`config.mk`:
```
export PLATFORM = sky130hd
export DESIGN_NAME = pixy_spi_responder
export DESIGN_NICKNAME = d
export VERILOG_FILES = /design/src/rtl/pixy_spi_responder.sv
export SDC_FILE = /design/constraint.sdc
export NUM_CORES = 1
export LEC_CHECK = 0
export CORE_ASPECT_RATIO = 0.6
export CORE_MARGIN = 3
export CORE_UTILIZATION = 25
export DETAILED_ROUTE_END_ITERATION = 8
export PLACE_DENSITY_LB_ADDON = 0.12
export SLEW_MARGIN = 5
export SYNTH_ARGS = -nofsm -noshare
export SYNTH_HDL_FRONTEND = slang
export SYNTH_SLANG_ARGS = --single-unit
```
`constraint.sdc`:
```
create_clock -name FAB_CLK -period 8.14 [get_ports FAB_CLK]
set_clock_uncertainty 0.1 [all_clocks]
set_input_delay 2.035 -clock FAB_CLK [delete_from_list [all_inputs] [get_ports FAB_CLK]]
set_output_delay 2.035 -clock FAB_CLK [all_outputs]
set_load 0.1 [all_outputs]
```
`src/rtl/pixy_spi_responder.sv`:
```
// SPI mode-0 slave responder: 16-bit MSB-first words, TX word FIFO, RX word strobe.
// Optional macro PIXY_RX_SYNC_EN adds the 16'h5A00 sync-word detector driving RX_SYNC.
module pixy_spi_responder #(
  parameter int unsigned FIFO_DEPTH = 8,
  parameter logic [15:0] IDLE_WORD  = 16'h0000
) (
  input  logic        FAB_CLK,
  input  logic        FAB_RESET,
  input  logic        SPI_CLK,
  input  logic        SPI_SS,
  input  logic        SPI_DI,
  output logic        SPI_DO,
  output logic        SPI_DO_OE,
  input  logic [15:0] TX_DATA,
  input  logic        TX_VALID,
  output logic        TX_READY,
  output logic [4:0]  TX_LEVEL,
  output logic [15:0] RX_DATA,
  output logic        RX_VALID,
  output logic        TX_UNDERRUN,
  output logic        RX_SYNC
);

  localparam int unsigned AW = (FIFO_DEPTH > 1) ? $clog2(FIFO_DEPTH) : 1;

  typedef enum logic [1:0] {IDLE, LOAD, SHIFT} state_t;

  state_t          state_q, state_d;
  logic [2:0]      sclk_q, ss_q;
  logic [1:0]      di_q;
  logic [15:0]     mem_q [FIFO_DEPTH];
  logic [AW-1:0]   wr_ptr_q, rd_ptr_q;
  logic [4:0]      level_q;
  logic [15:0]     tx_sh_q, rx_sh_q, rx_data_q;
  logic [4:0]      bit_cnt_q;
  logic            rx_valid_q, tx_underrun_q;

  logic            sclk_rise, sclk_fall, ss_rise, ss_fall;
  logic            fifo_empty, push, pop, rx_done;
  logic [15:0]     load_word, rx_word;

  // [1] is the synchronized level, [2] the previous level for edge detection
  assign sclk_rise  = sclk_q[1] & ~sclk_q[2];
  assign sclk_fall  = ~sclk_q[1] & sclk_q[2];
  assign ss_rise    = ss_q[1] & ~ss_q[2];
  assign ss_fall    = ~ss_q[1] & ss_q[2];

  assign fifo_empty = (level_q == '0);
  assign TX_READY   = (level_q != 5'(FIFO_DEPTH));
  assign push       = TX_VALID & TX_READY;
  assign pop        = (state_q == LOAD) & ~fifo_empty;
  assign load_word  = fifo_empty ? IDLE_WORD : mem_q[rd_ptr_q];
  assign rx_word    = {rx_sh_q[14:0], di_q[1]};
  assign rx_done    = (state_q == SHIFT) & sclk_rise & (bit_cnt_q == 5'd15);

  // Sync flops reset low so an SS already low at reset release is not seen as a fall
  always_ff @(posedge FAB_CLK) begin
    if (FAB_RESET) begin
      sclk_q <= '0;
      ss_q   <= '0;
      di_q   <= '0;
    end else begin
      sclk_q <= {sclk_q[1:0], SPI_CLK};
      ss_q   <= {ss_q[1:0], SPI_SS};
      di_q   <= {di_q[0], SPI_DI};
    end
  end

  always_ff @(posedge FAB_CLK) begin
    if (FAB_RESET) state_q <= IDLE;
    else           state_q <= state_d;
  end

  always_comb begin
    state_d = state_q;
    unique case (state_q)
      IDLE:    if (ss_fall) state_d = LOAD;
      LOAD:    state_d = SHIFT;
      SHIFT:   if (sclk_fall && bit_cnt_q == 5'd16) state_d = LOAD;
      default: state_d = IDLE;
    endcase
    if (ss_rise) state_d = IDLE;
  end

  always_ff @(posedge FAB_CLK) begin
    if (push) mem_q[wr_ptr_q] <= TX_DATA;
  end

  always_ff @(posedge FAB_CLK) begin
    if (FAB_RESET) begin
      wr_ptr_q      <= '0;
      rd_ptr_q      <= '0;
      level_q       <= '0;
      tx_sh_q       <= '0;
      rx_sh_q       <= '0;
      rx_data_q     <= '0;
      bit_cnt_q     <= '0;
      rx_valid_q    <= 1'b0;
      tx_underrun_q <= 1'b0;
    end else begin
      rx_valid_q    <= 1'b0;
      tx_underrun_q <= 1'b0;
      if (push) wr_ptr_q <= wr_ptr_q + AW'(1);
      if (pop)  rd_ptr_q <= rd_ptr_q + AW'(1);
      if (push && !pop)      level_q <= level_q + 5'd1;
      else if (pop && !push) level_q <= level_q - 5'd1;

      if (state_q == LOAD) begin
        tx_sh_q       <= load_word;
        tx_underrun_q <= fifo_empty;
        bit_cnt_q     <= '0;
      end else if (state_q == SHIFT) begin
        if (sclk_rise && bit_cnt_q < 5'd16) begin
          rx_sh_q   <= rx_word;
          bit_cnt_q <= bit_cnt_q + 5'd1;
        end
        if (rx_done) begin
          rx_data_q  <= rx_word;
          rx_valid_q <= 1'b1;
        end
        // The fall after bit 16 is consumed by LOAD, which reloads the register
        if (sclk_fall && bit_cnt_q != 5'd0 && bit_cnt_q != 5'd16)
          tx_sh_q <= {tx_sh_q[14:0], 1'b0};
      end
      if (ss_rise) bit_cnt_q <= '0;
    end
  end

`ifdef PIXY_RX_SYNC_EN
  logic rx_sync_q;
  always_ff @(posedge FAB_CLK) begin
    if (FAB_RESET) rx_sync_q <= 1'b0;
    else           rx_sync_q <= rx_done && (rx_word == 16'h5A00);
  end
  assign RX_SYNC = rx_sync_q;
`else
  assign RX_SYNC = 1'b0;
`endif

  assign SPI_DO_OE   = (state_q != IDLE);
  assign SPI_DO      = (state_q == LOAD)  ? load_word[15] :
                       (state_q == SHIFT) ? tx_sh_q[15] : 1'b0;
  assign TX_LEVEL    = level_q;
  assign RX_DATA     = rx_data_q;
  assign RX_VALID    = rx_valid_q;
  assign TX_UNDERRUN = tx_underrun_q;

endmodule

```
==> metrics.txt, run 1 <==
outcome=completed; CTS tree=yes; num rows=a little over 50; mux contribution to synthesized area=10.3%; R2R depth=12; Critical Path, Cell by Cell=inv_1 > ha_1 > a21boi_4 > buf_4 > nand3_1 > nand2_1 > clkdlybuf4s50_1; total wire length=19000 um; Post-Synth Adder-Cell Area=2.20%; clock slew at reported path FFs=0.06 ns; vias in the first global route=4825; sequential area share after synthesis=about two thirds; reg-to-reg slack, setup=between 5 and 6 ns; Nets=694; setup_tns=0 ns; Synth area leaders=edfxtp_1 46%, dfxtp_1 19%, mux2i_1 9.9%, a22oi_1 2.7%, a21oi_1 2.3%; post-synthesis area per instance=13.6 um2; Post-Syn Area=8310 um2; Synth Net Count=645; relative slew slack=32.1%; IO buf count=47; crit start category=register; max cap viols=0; Setup-failing EPs final=0; Largest delay share family, worst path=buffers and inverters; die area=35500 um2; crit path time final=5.30 ns; Initial Util=between 20% and 30%; EDFF count, synth=128; final hold violations=0; clk_lat worst skew=0.50 ns; Pre-antenna DRT Iters=4; number of buffers inserted by hold repair at cts=0; main combinational cell family by area after synthesis=multiplexers; placed cell area=9270 um2; hold path startpoint=sclk_q[0]; RSZ-0062 raised after global routing=no; layout cells sized above 1=11.2%; RR Endpoint=TX_LEVEL[4]; RD Place Congestion=roughly 0.70; Gate Count Post-Synth=~610; filler instances=3249; simple-gate share of the synthesized area=8.89%; initial DRC count=254; Total GRT Usage=10.9%; crit path DAT=approximately 3.2 ns; Crit path largest cell delay=1.15 ns; Crit Path Category=reg2out; sinks on the clock net=206; Synth top area share=between 40 and 50%; Yosys warning count=0; WHS Path Cells=1; Inserted Clock Buffers=21; max frequency=189 MHz; CP bufs+invs=3; P_leak=3.07 nW; ant diodes=0; critical-path maximum fanout=19; via total after detailed routing=about 4800; GRT Residual Overflow=0; worst min-delay path category=reg2reg; WL/cell=approximately 17 um; initial antenna violation count=0; Worst Tran Pin Value=1.01 ns; DRT antenna net count=0; fin crit share=65.1%; pwr/cell area=around 260 nW/um2; Post-CTS Setup Repair Bufs=0; Post-Layout Inst Area=roughly 9900 um2; Max IR drop VDD=111 uV; Worst EP required=between 6 and 7 ns; maximum clock path buffer count=3; largest net degree at the start of global routing=73; die width=around 240 um; CTS-repair resized insts=0; top cell type by total area after synthesis=edfxtp_1; final core utilization=between 30% and 40%; Die Height=147 um; XOR/XNOR Fraction of Synth Area=0.843%; #FFs+latches synth=206; async set-reset flop share out of synthesis=0%; Layout area overhead=19.6%; first-pass GRT wire length=29400 um; Clk Tree Root Cell=clkbuf_16; Top FF cell, synth=edfxtp_1; slowest CP cell=clkdlybuf4s50_1; htree depth=1; Yosys cell types=53; post-synthesis compound-gate area fraction=9.49%; nature of the critical path endpoint=output port; IO Count=49; r2r startpoint=state_q[1]; DRC viols=0; Vias/cell=roughly 4.3; core area=32600 um2; Max Slew Vio Count=0; HPWL Detailed=about 12000 um; Hold Path Sink=sclk_q[1]
Yosys cell counts (10+ instances only):
cell      count
nand2b_1     22
inv_1        11
nor2b_1      10
a311oi_2     12
edfxtp_1    128
nand3_1      16
clkbuf_1     14
nand2_1      38
ha_1         13
a21oi_1      38
mux2i_1      82
nor2_1       42
dfxtp_1      78
a22oi_1      30
worst max path at each step:
stage	start	end	slack, ns	cells past startpoint
floorplan	TX_LEVEL[0]	SPI_DO	3.53	5
global placement	state_q[1]	SPI_DO	3.34	7
detailed placement	state_q[1]	SPI_DO	3.31	7
CTS	state_q[1]	SPI_DO	2.76	7
global route	state_q[1]	SPI_DO	2.65	7
finish	state_q[1]	SPI_DO	2.84	7
sequential cells by signal (all words and copies together), names as in the netlist, named ones only:
register	flops
state_q	2
bit_cnt_q	5
di_q	2
ss_q	3
TX_LEVEL	5
tx_sh_q	16
RX_DATA	16
TX_UNDERRUN	1
wr_ptr_q	3
mem_q	128
rx_sh_q	15
RX_VALID	1
sclk_q	3
rd_ptr_q	3
final cells by class:
type	count	area, um2	area share (%)
Clock buffer	32	599	6.03
Clock inverter	5	73.8	0.743
Inverter	13	48.8	0.491
Multi-Input combinational cell	353	2660	26.8
Sequential cell	206	5410	54.4
Tap cell	450	563	5.67
Timing Repair Buffer	63	586	5.89
per-stage QoR:
stage	hold WS, ns	total power (W)	setup WS, ns	cells
finish	0.338	0.00255	2.84	1122
global route	0.359	0.00267	2.65	1122
CTS	0.347	0.00259	2.76	1122
detailed placement	0.334	0.00162	3.31	1085
global placement	0.320	0.00162	3.34	1085
floorplan	0.314	0.00150	3.53	609
routing by layer:
metal | vias up | global-route usage [%] | wire (um)
met5 | - | 0 | 0
met4 | 0 | 2.48 | 372
met3 | 26 | 2.25 | 941
met2 | 78 | 15.8 | 7950
met1 | 2347 | 16.7 | 9780
li1 | 2332 | - | -
kinds of logic after synthesis:
logic type      count (synthesis)
other cells                     1
flops                         206
buf+inv                        50
compound gates                100
fa+ha+maj                      14
mux                            84
xor+xnor                        8
simple gates                  146
report_power, final:
part	total, W	internal, W	switching (W)
logic	0.000401	0.000127	0.000274
clock network	0.000951	0.000570	0.000381
registers	0.00120	0.00116	0.0000349
total	0.00255	0.00186	0.000690
cell usage in the layout, fill, tap and decap left out, types with 16 or more instances in the layout:
cell,Yosys,final
edfxtp_1,128,128
mux2i_1,82,82
dfxtp_1,78,77
clkdlybuf4s50_1,0,46
nor2_1,42,42
nand2_1,38,38
a21oi_1,38,38
a22oi_1,30,30
nand2b_1,22,22
clkbuf_16,0,22
nand3_1,16,16
buf_4,8,16
(Power assumes the default switching activity.)
==> run 2, diff against run 1 <==
==> constraint.sdc (replaced) <==
create_clock -name FAB_CLK -period 5.2 [get_ports FAB_CLK]
set_clock_uncertainty 0.1 [all_clocks]
set_input_delay 1.3 -clock FAB_CLK [delete_from_list [all_inputs] [get_ports FAB_CLK]]
set_output_delay 1.3 -clock FAB_CLK [all_outputs]
set_load 0.1 [all_outputs]
==> run 2 against run 1 <==
Against the previous run:
- power rose by 56%
- largest cell class unchanged
- register-to-register slack lost 2.8 ns
- critical path depth down 4
- sequential power increased by 57%
==> metrics.txt, run 2 (synthesis results as in run 1) <==
Max IR drop VDD=189 uV (+70%); launch point of the worst path=TX_LEVEL[0]; ant diodes=0 (unchanged); CTS tree=yes; largest net degree at the start of global routing=44 (-40%); Max Slew Vio Count=0 (unchanged); crit start category=register; number of buffers inserted by hold repair at cts=0 (unchanged); hold path startpoint=ss_q[0]; max FFs per register=128 (unchanged); CTS-repair resized insts=0 (unchanged); Post-CTS Setup Repair Bufs=0 (unchanged); most common cell after layout, fill and taps aside=edfxtp_1; DRC viols=0 (unchanged); first-pass GRT wire length=30200 um (+2.7%); Comb power frac=15.5% (-0.2 points); initial DRC count=281 (+11%); sequential power share=47.1% (+0.2 points); Pre-antenna DRT Iters=4 (unchanged); Post-Place Setup Slack=1.22 ns (-2.08 ns); maximum clock path buffer count=3 (unchanged); critical-path maximum fanout=6 (-13); IO buf count=47 (unchanged); Worst EP required=3.80 ns (-2.21 ns); WL/cell=17.4 um (+2.4%); setup_tns=0 ns (unchanged); Crit Path Category=reg2out; Vias/cell=4.33 (+1.6%); total wire length=19600 um (+2.7%); Psw=0.00110 W (+59%); max frequency=261 MHz; Pint=0.00288 W (+55%); crit path DAT=2.43 ns (-0.73 ns); sinks on the clock net=206 (unchanged); Inserted Clock Buffers=22 (+4.8%); Initial Util=25.5% (unchanged); relative slew slack=33.8% (+1.7 points); DRT antenna net count=0 (unchanged); Die Height=147 um (unchanged); pwr/cell area=400 nW/um2 (+56%); r2r startpoint=TX_LEVEL[0]; Setup-failing EPs final=0 (unchanged); slowest CP cell=clkdlybuf4s50_1; final core utilization=30.5% (+0.061 points); final hold violations=0 (unchanged); num rows=51 (unchanged); WHS Path Cells=1 (unchanged); vias in the first global route=4946 (+2.5%); core area=32600 um2 (unchanged); P_leak=3.08 nW (+0.36%); Reg area=5410 um2 (unchanged); filler instances=3262 (+0.40%); worst min-delay path category=reg2reg; crit path time final=3.83 ns; Nets=696 (+0.29%); IO Count=49 (unchanged); max cap viols=0 (unchanged); Multi-input gate area=2660 um2 (unchanged); die width=241 um (unchanged); GRT Residual Overflow=0 (unchanged); Final Worst Setup Slack=1.37 ns (-1.47 ns); most frequent cells in the layout=128 x edfxtp_1, 82 x mux2i_1, 77 x dfxtp_1; initial antenna violation count=0 (unchanged); clk_lat worst skew=0.51 ns (about the same); Worst Tran Pin Value=0.990 ns (-0.0249 ns); RD Place Congestion=0.695 (-0.64%); fin crit share=around three quarters; htree depth=1 (unchanged); net switching fraction of the power=27.6% (+0.52 points); RSZ-0062 raised after global routing=no; Clk Tree Root Cell=clkbuf_16; outcome=completed; via total after detailed routing=4878 (+2.0%); clock slew at reported path FFs=0.06 ns (about the same); Total GRT Usage=11.3% (+0.33 points); Clock power frac=37.4% (about the same); die area=35500 um2 (unchanged); Biggest register=mem_q; HPWL Detailed=12000 um (+0.48%); layout cells sized above 1=11.7% (+0.53 points); Crit path largest cell delay=0.98 ns (-0.17 ns); R2R depth=10 (-2); Critical Path, Cell by Cell=nor4_4 > nand2_1 > clkdlybuf4s50_1; Layout area overhead=19.9%; nature of the critical path endpoint=output port
-- run 2: path summary, 6_finish.rpt --
kind | slack [ns] | end
max | 1.37 | TX_READY
min | 0.34 | ss_q[1]
max reg2reg | 2.27 | TX_LEVEL[4]
min reg2reg | 0.34 | ss_q[1]
-- run 2: per-layer routing --
layer,GRT usage (%),up-vias,part of all wire [%]
met2,16.8,85,43
met1,16.8,2424,51
met5,0,-,0
met4,2.57,0,1.7
met3,2.27,28,4.2
li1,-,2341,-
-- run 2: final cells by class --
class | count | share of cell area [%]
inverter | 13 | 0.490
multi-input combinational | 353 | 26.7
tap | 450 | 5.65
clock buffer | 34 | 6.60
clock inverter | 6 | 0.314
sequential | 206 | 54.3
timing repair buffer | 64 | 5.93
-- run 2: power groups by stage --
stage / logic (W) / clock network, W / registers (W)
floorplan: 0.000335 / 0 / 0.00201
global placement: 0.000618 / 0 / 0.00191
detailed placement: 0.000627 / 0 / 0.00191
CTS: 0.000628 / 0.00155 / 0.00188
global route: 0.000668 / 0.00163 / 0.00189
finish: 0.000616 / 0.00149 / 0.00188
-- run 2: critical path, delay by kind of cell, from the launching register on --
family | cells | cell delay, ns
AND/OR/NAND/NOR | 2 | 0.54
buffers and inverters | 1 | 0.98
flip-flops | 1 | 0.40
-- run 2: through the flow --
step	hold slack, ns	instance area (um2)	cells	total power (W)
after floorplan	0.314	8310	609	0.00235
after global routing	0.365	9960	1126	0.00418
after detailed placement	0.328	9270	1086	0.00254
after global placement	0.324	9270	1086	0.00253
final	0.336	9960	1126	0.00398
after CTS	0.342	9960	1126	0.00405
==> run 3, diff against run 2 <==
==> constraint.sdc (replaced) <==
create_clock -name FAB_CLK -period 3.65 [get_ports FAB_CLK]
set_clock_uncertainty 0.1 [all_clocks]
set_input_delay 0.9125 -clock FAB_CLK [delete_from_list [all_inputs] [get_ports FAB_CLK]]
set_output_delay 0.9125 -clock FAB_CLK [all_outputs]
set_load 0.1 [all_outputs]
==> run 3 against run 2 <==
Against the previous run:
- clock power up 60%
- via count down 0.90%
- final cell count grew 0.18%
- wire length down 2.3%
- count of clock-buffer cells in the layout shrank 2
- sequential share of layout area is 0.46 points lower
- sequential power is 42% higher
- critical path depth up 2
- die area did not move
- combinational power up 44%
- setup slack worse by 1.1 ns
- non-clock buffer count rose by 1
- largest cell class unchanged
==> metrics.txt, run 3 (synthesis results as in run 1) <==
outcome=completed; final non-filler cell total=1128 (+0.18%); crit path DAT=2.35 ns (-0.08 ns); number of buffers inserted by hold repair at cts=0 (unchanged); num rows=51 (unchanged); maximum clock path buffer count=3 (unchanged); Vias/cell=4.29 (-1.1%); IO buf count=47 (unchanged); via total after detailed routing=4834 (-0.90%); clock slew at reported path FFs=0.06 ns (about the same); Total GRT Usage=10.9% (-0.38 points); max cap viols=0 (unchanged); largest net degree at the start of global routing=43 (-2.3%); Die Height=147 um (unchanged); Inserted Clock Buffers=23 (+4.5%); CTS-repair resized insts=0 (unchanged); setup_tns=0 ns (unchanged); max frequency=298 MHz; clk_lat worst skew=0.51 ns (about the same); nature of the critical path endpoint=output port; reg-to-reg slack, setup=0.84 ns (-1.43 ns); die width=241 um (unchanged); initial DRC count=229 (-19%); placed cell area=9240 um2 (-0.32%); crit path time final=3.36 ns; CTS tree=yes; DRT antenna net count=0 (unchanged); Pre-antenna DRT Iters=4 (unchanged); critical-path maximum fanout=15 (+9); layout cells sized above 1=16.8% (+5.1 points); htree depth=1 (unchanged); RSZ-0062 raised after global routing=no; Crit Path Category=reg2out; ant diodes=0 (unchanged); sinks on the clock net=206 (unchanged); relative slew slack=36.7% (+2.9 points); DP Cell Count=1087 (+0.092%); Max Slew Vio Count=0 (unchanged); WL/cell=17.0 um (-2.4%); vias in the first global route=4858 (-1.8%); filler instances=3248 (-0.43%); Max IR drop VDD=267 uV (+41%); Nets=698 (+0.29%); worst min-delay path category=reg2reg; total wire length=19100 um (-2.3%); final hold violations=0 (unchanged); Initial Util=25.5% (unchanged); Post-Layout Inst Area=10000 um2 (+0.85%); GRT Residual Overflow=0 (unchanged); first-pass GRT wire length=29200 um (-3.3%); crit start category=register; most frequent cells in the layout=128 x edfxtp_1, 82 x mux2i_1, 77 x dfxtp_1; Post-CTS Setup Repair Bufs=0 (unchanged); Setup-failing EPs final=0 (unchanged); core area=32600 um2 (unchanged); Worst EP required=2.64 ns (-1.16 ns); pwr/cell area=592 nW/um2 (+48%); HPWL Detailed=11500 um (-4.0%); Clk Tree Root Cell=clkbuf_16; IO Count=49 (unchanged); DRC viols=0 (unchanged); Biggest register=mem_q; max FFs per register=128 (unchanged); RD Place Congestion=0.691 (-0.59%); P_leak=3.20 nW (+4.1%); fin crit share=92.1%; die area=35500 um2 (unchanged); Layout area overhead=20.9%; initial antenna violation count=0 (unchanged); Worst Tran Pin Value=0.949 ns (-0.0404 ns); most common cell after layout, fill and taps aside=edfxtp_1
-- run 3: metal layers --
metal,part of all wire [%],vias to the layer above,GRT usage (%)
met5,0,-,0
met4,2.0,0,2.45
met3,3.3,27,2.40
met2,42,49,16.2
met1,53,2406,16.1
li1,-,2352,-
-- run 3: worst max-delay path, stage by stage (launching register included) --
cell	delay (ns)
dfxtp_1	0.38
and2_1	0.78
a22oi_1	0.21
nand3_1	0.18
nand2_1	0.11
buf_12	0.17
-- run 3: stage by stage --
step / hold slack (ns) / setup slack [ns] / total power, W / utilization [%]
after floorplan: 0.314 / 0.167 / 0.00335 / -
after detailed placement: 0.327 / 0.181 / 0.00363 / 28.3
final: 0.335 / 0.290 / 0.00595 / 30.8
after global placement: 0.331 / 0.185 / 0.00361 / 28.3
after global routing: 0.360 / 0.0605 / 0.00623 / 30.8
after CTS: 0.341 / 0.233 / 0.00606 / 30.8
-- run 3: worst paths after layout --
path	endpoint	cells after the start	start
min reg2reg	ss_q[1]	1	ss_q[0]
max	SPI_DO	5	register
min	ss_q[1]	1	ss_q[0]
max reg2reg	TX_LEVEL[4]	10	TX_LEVEL[0]
-- run 3: layout make-up --
class | count | area [um2] | share of cell area, %
tap | 450 | 563 | 5.61
clock inverter | 9 | 100 | 0.997
timing repair buffer | 65 | 561 | 5.58
inverter | 13 | 48.8 | 0.486
clock buffer | 32 | 703 | 7.00
multi-input combinational | 353 | 2660 | 26.5
sequential | 206 | 5410 | 53.9
-- run 3: power by group --
part           internal (W)  leakage, nW  switching, W
clock network       0.00148        0.396      0.000907
logic              0.000280         1.01      0.000609
registers           0.00259         1.79     0.0000807
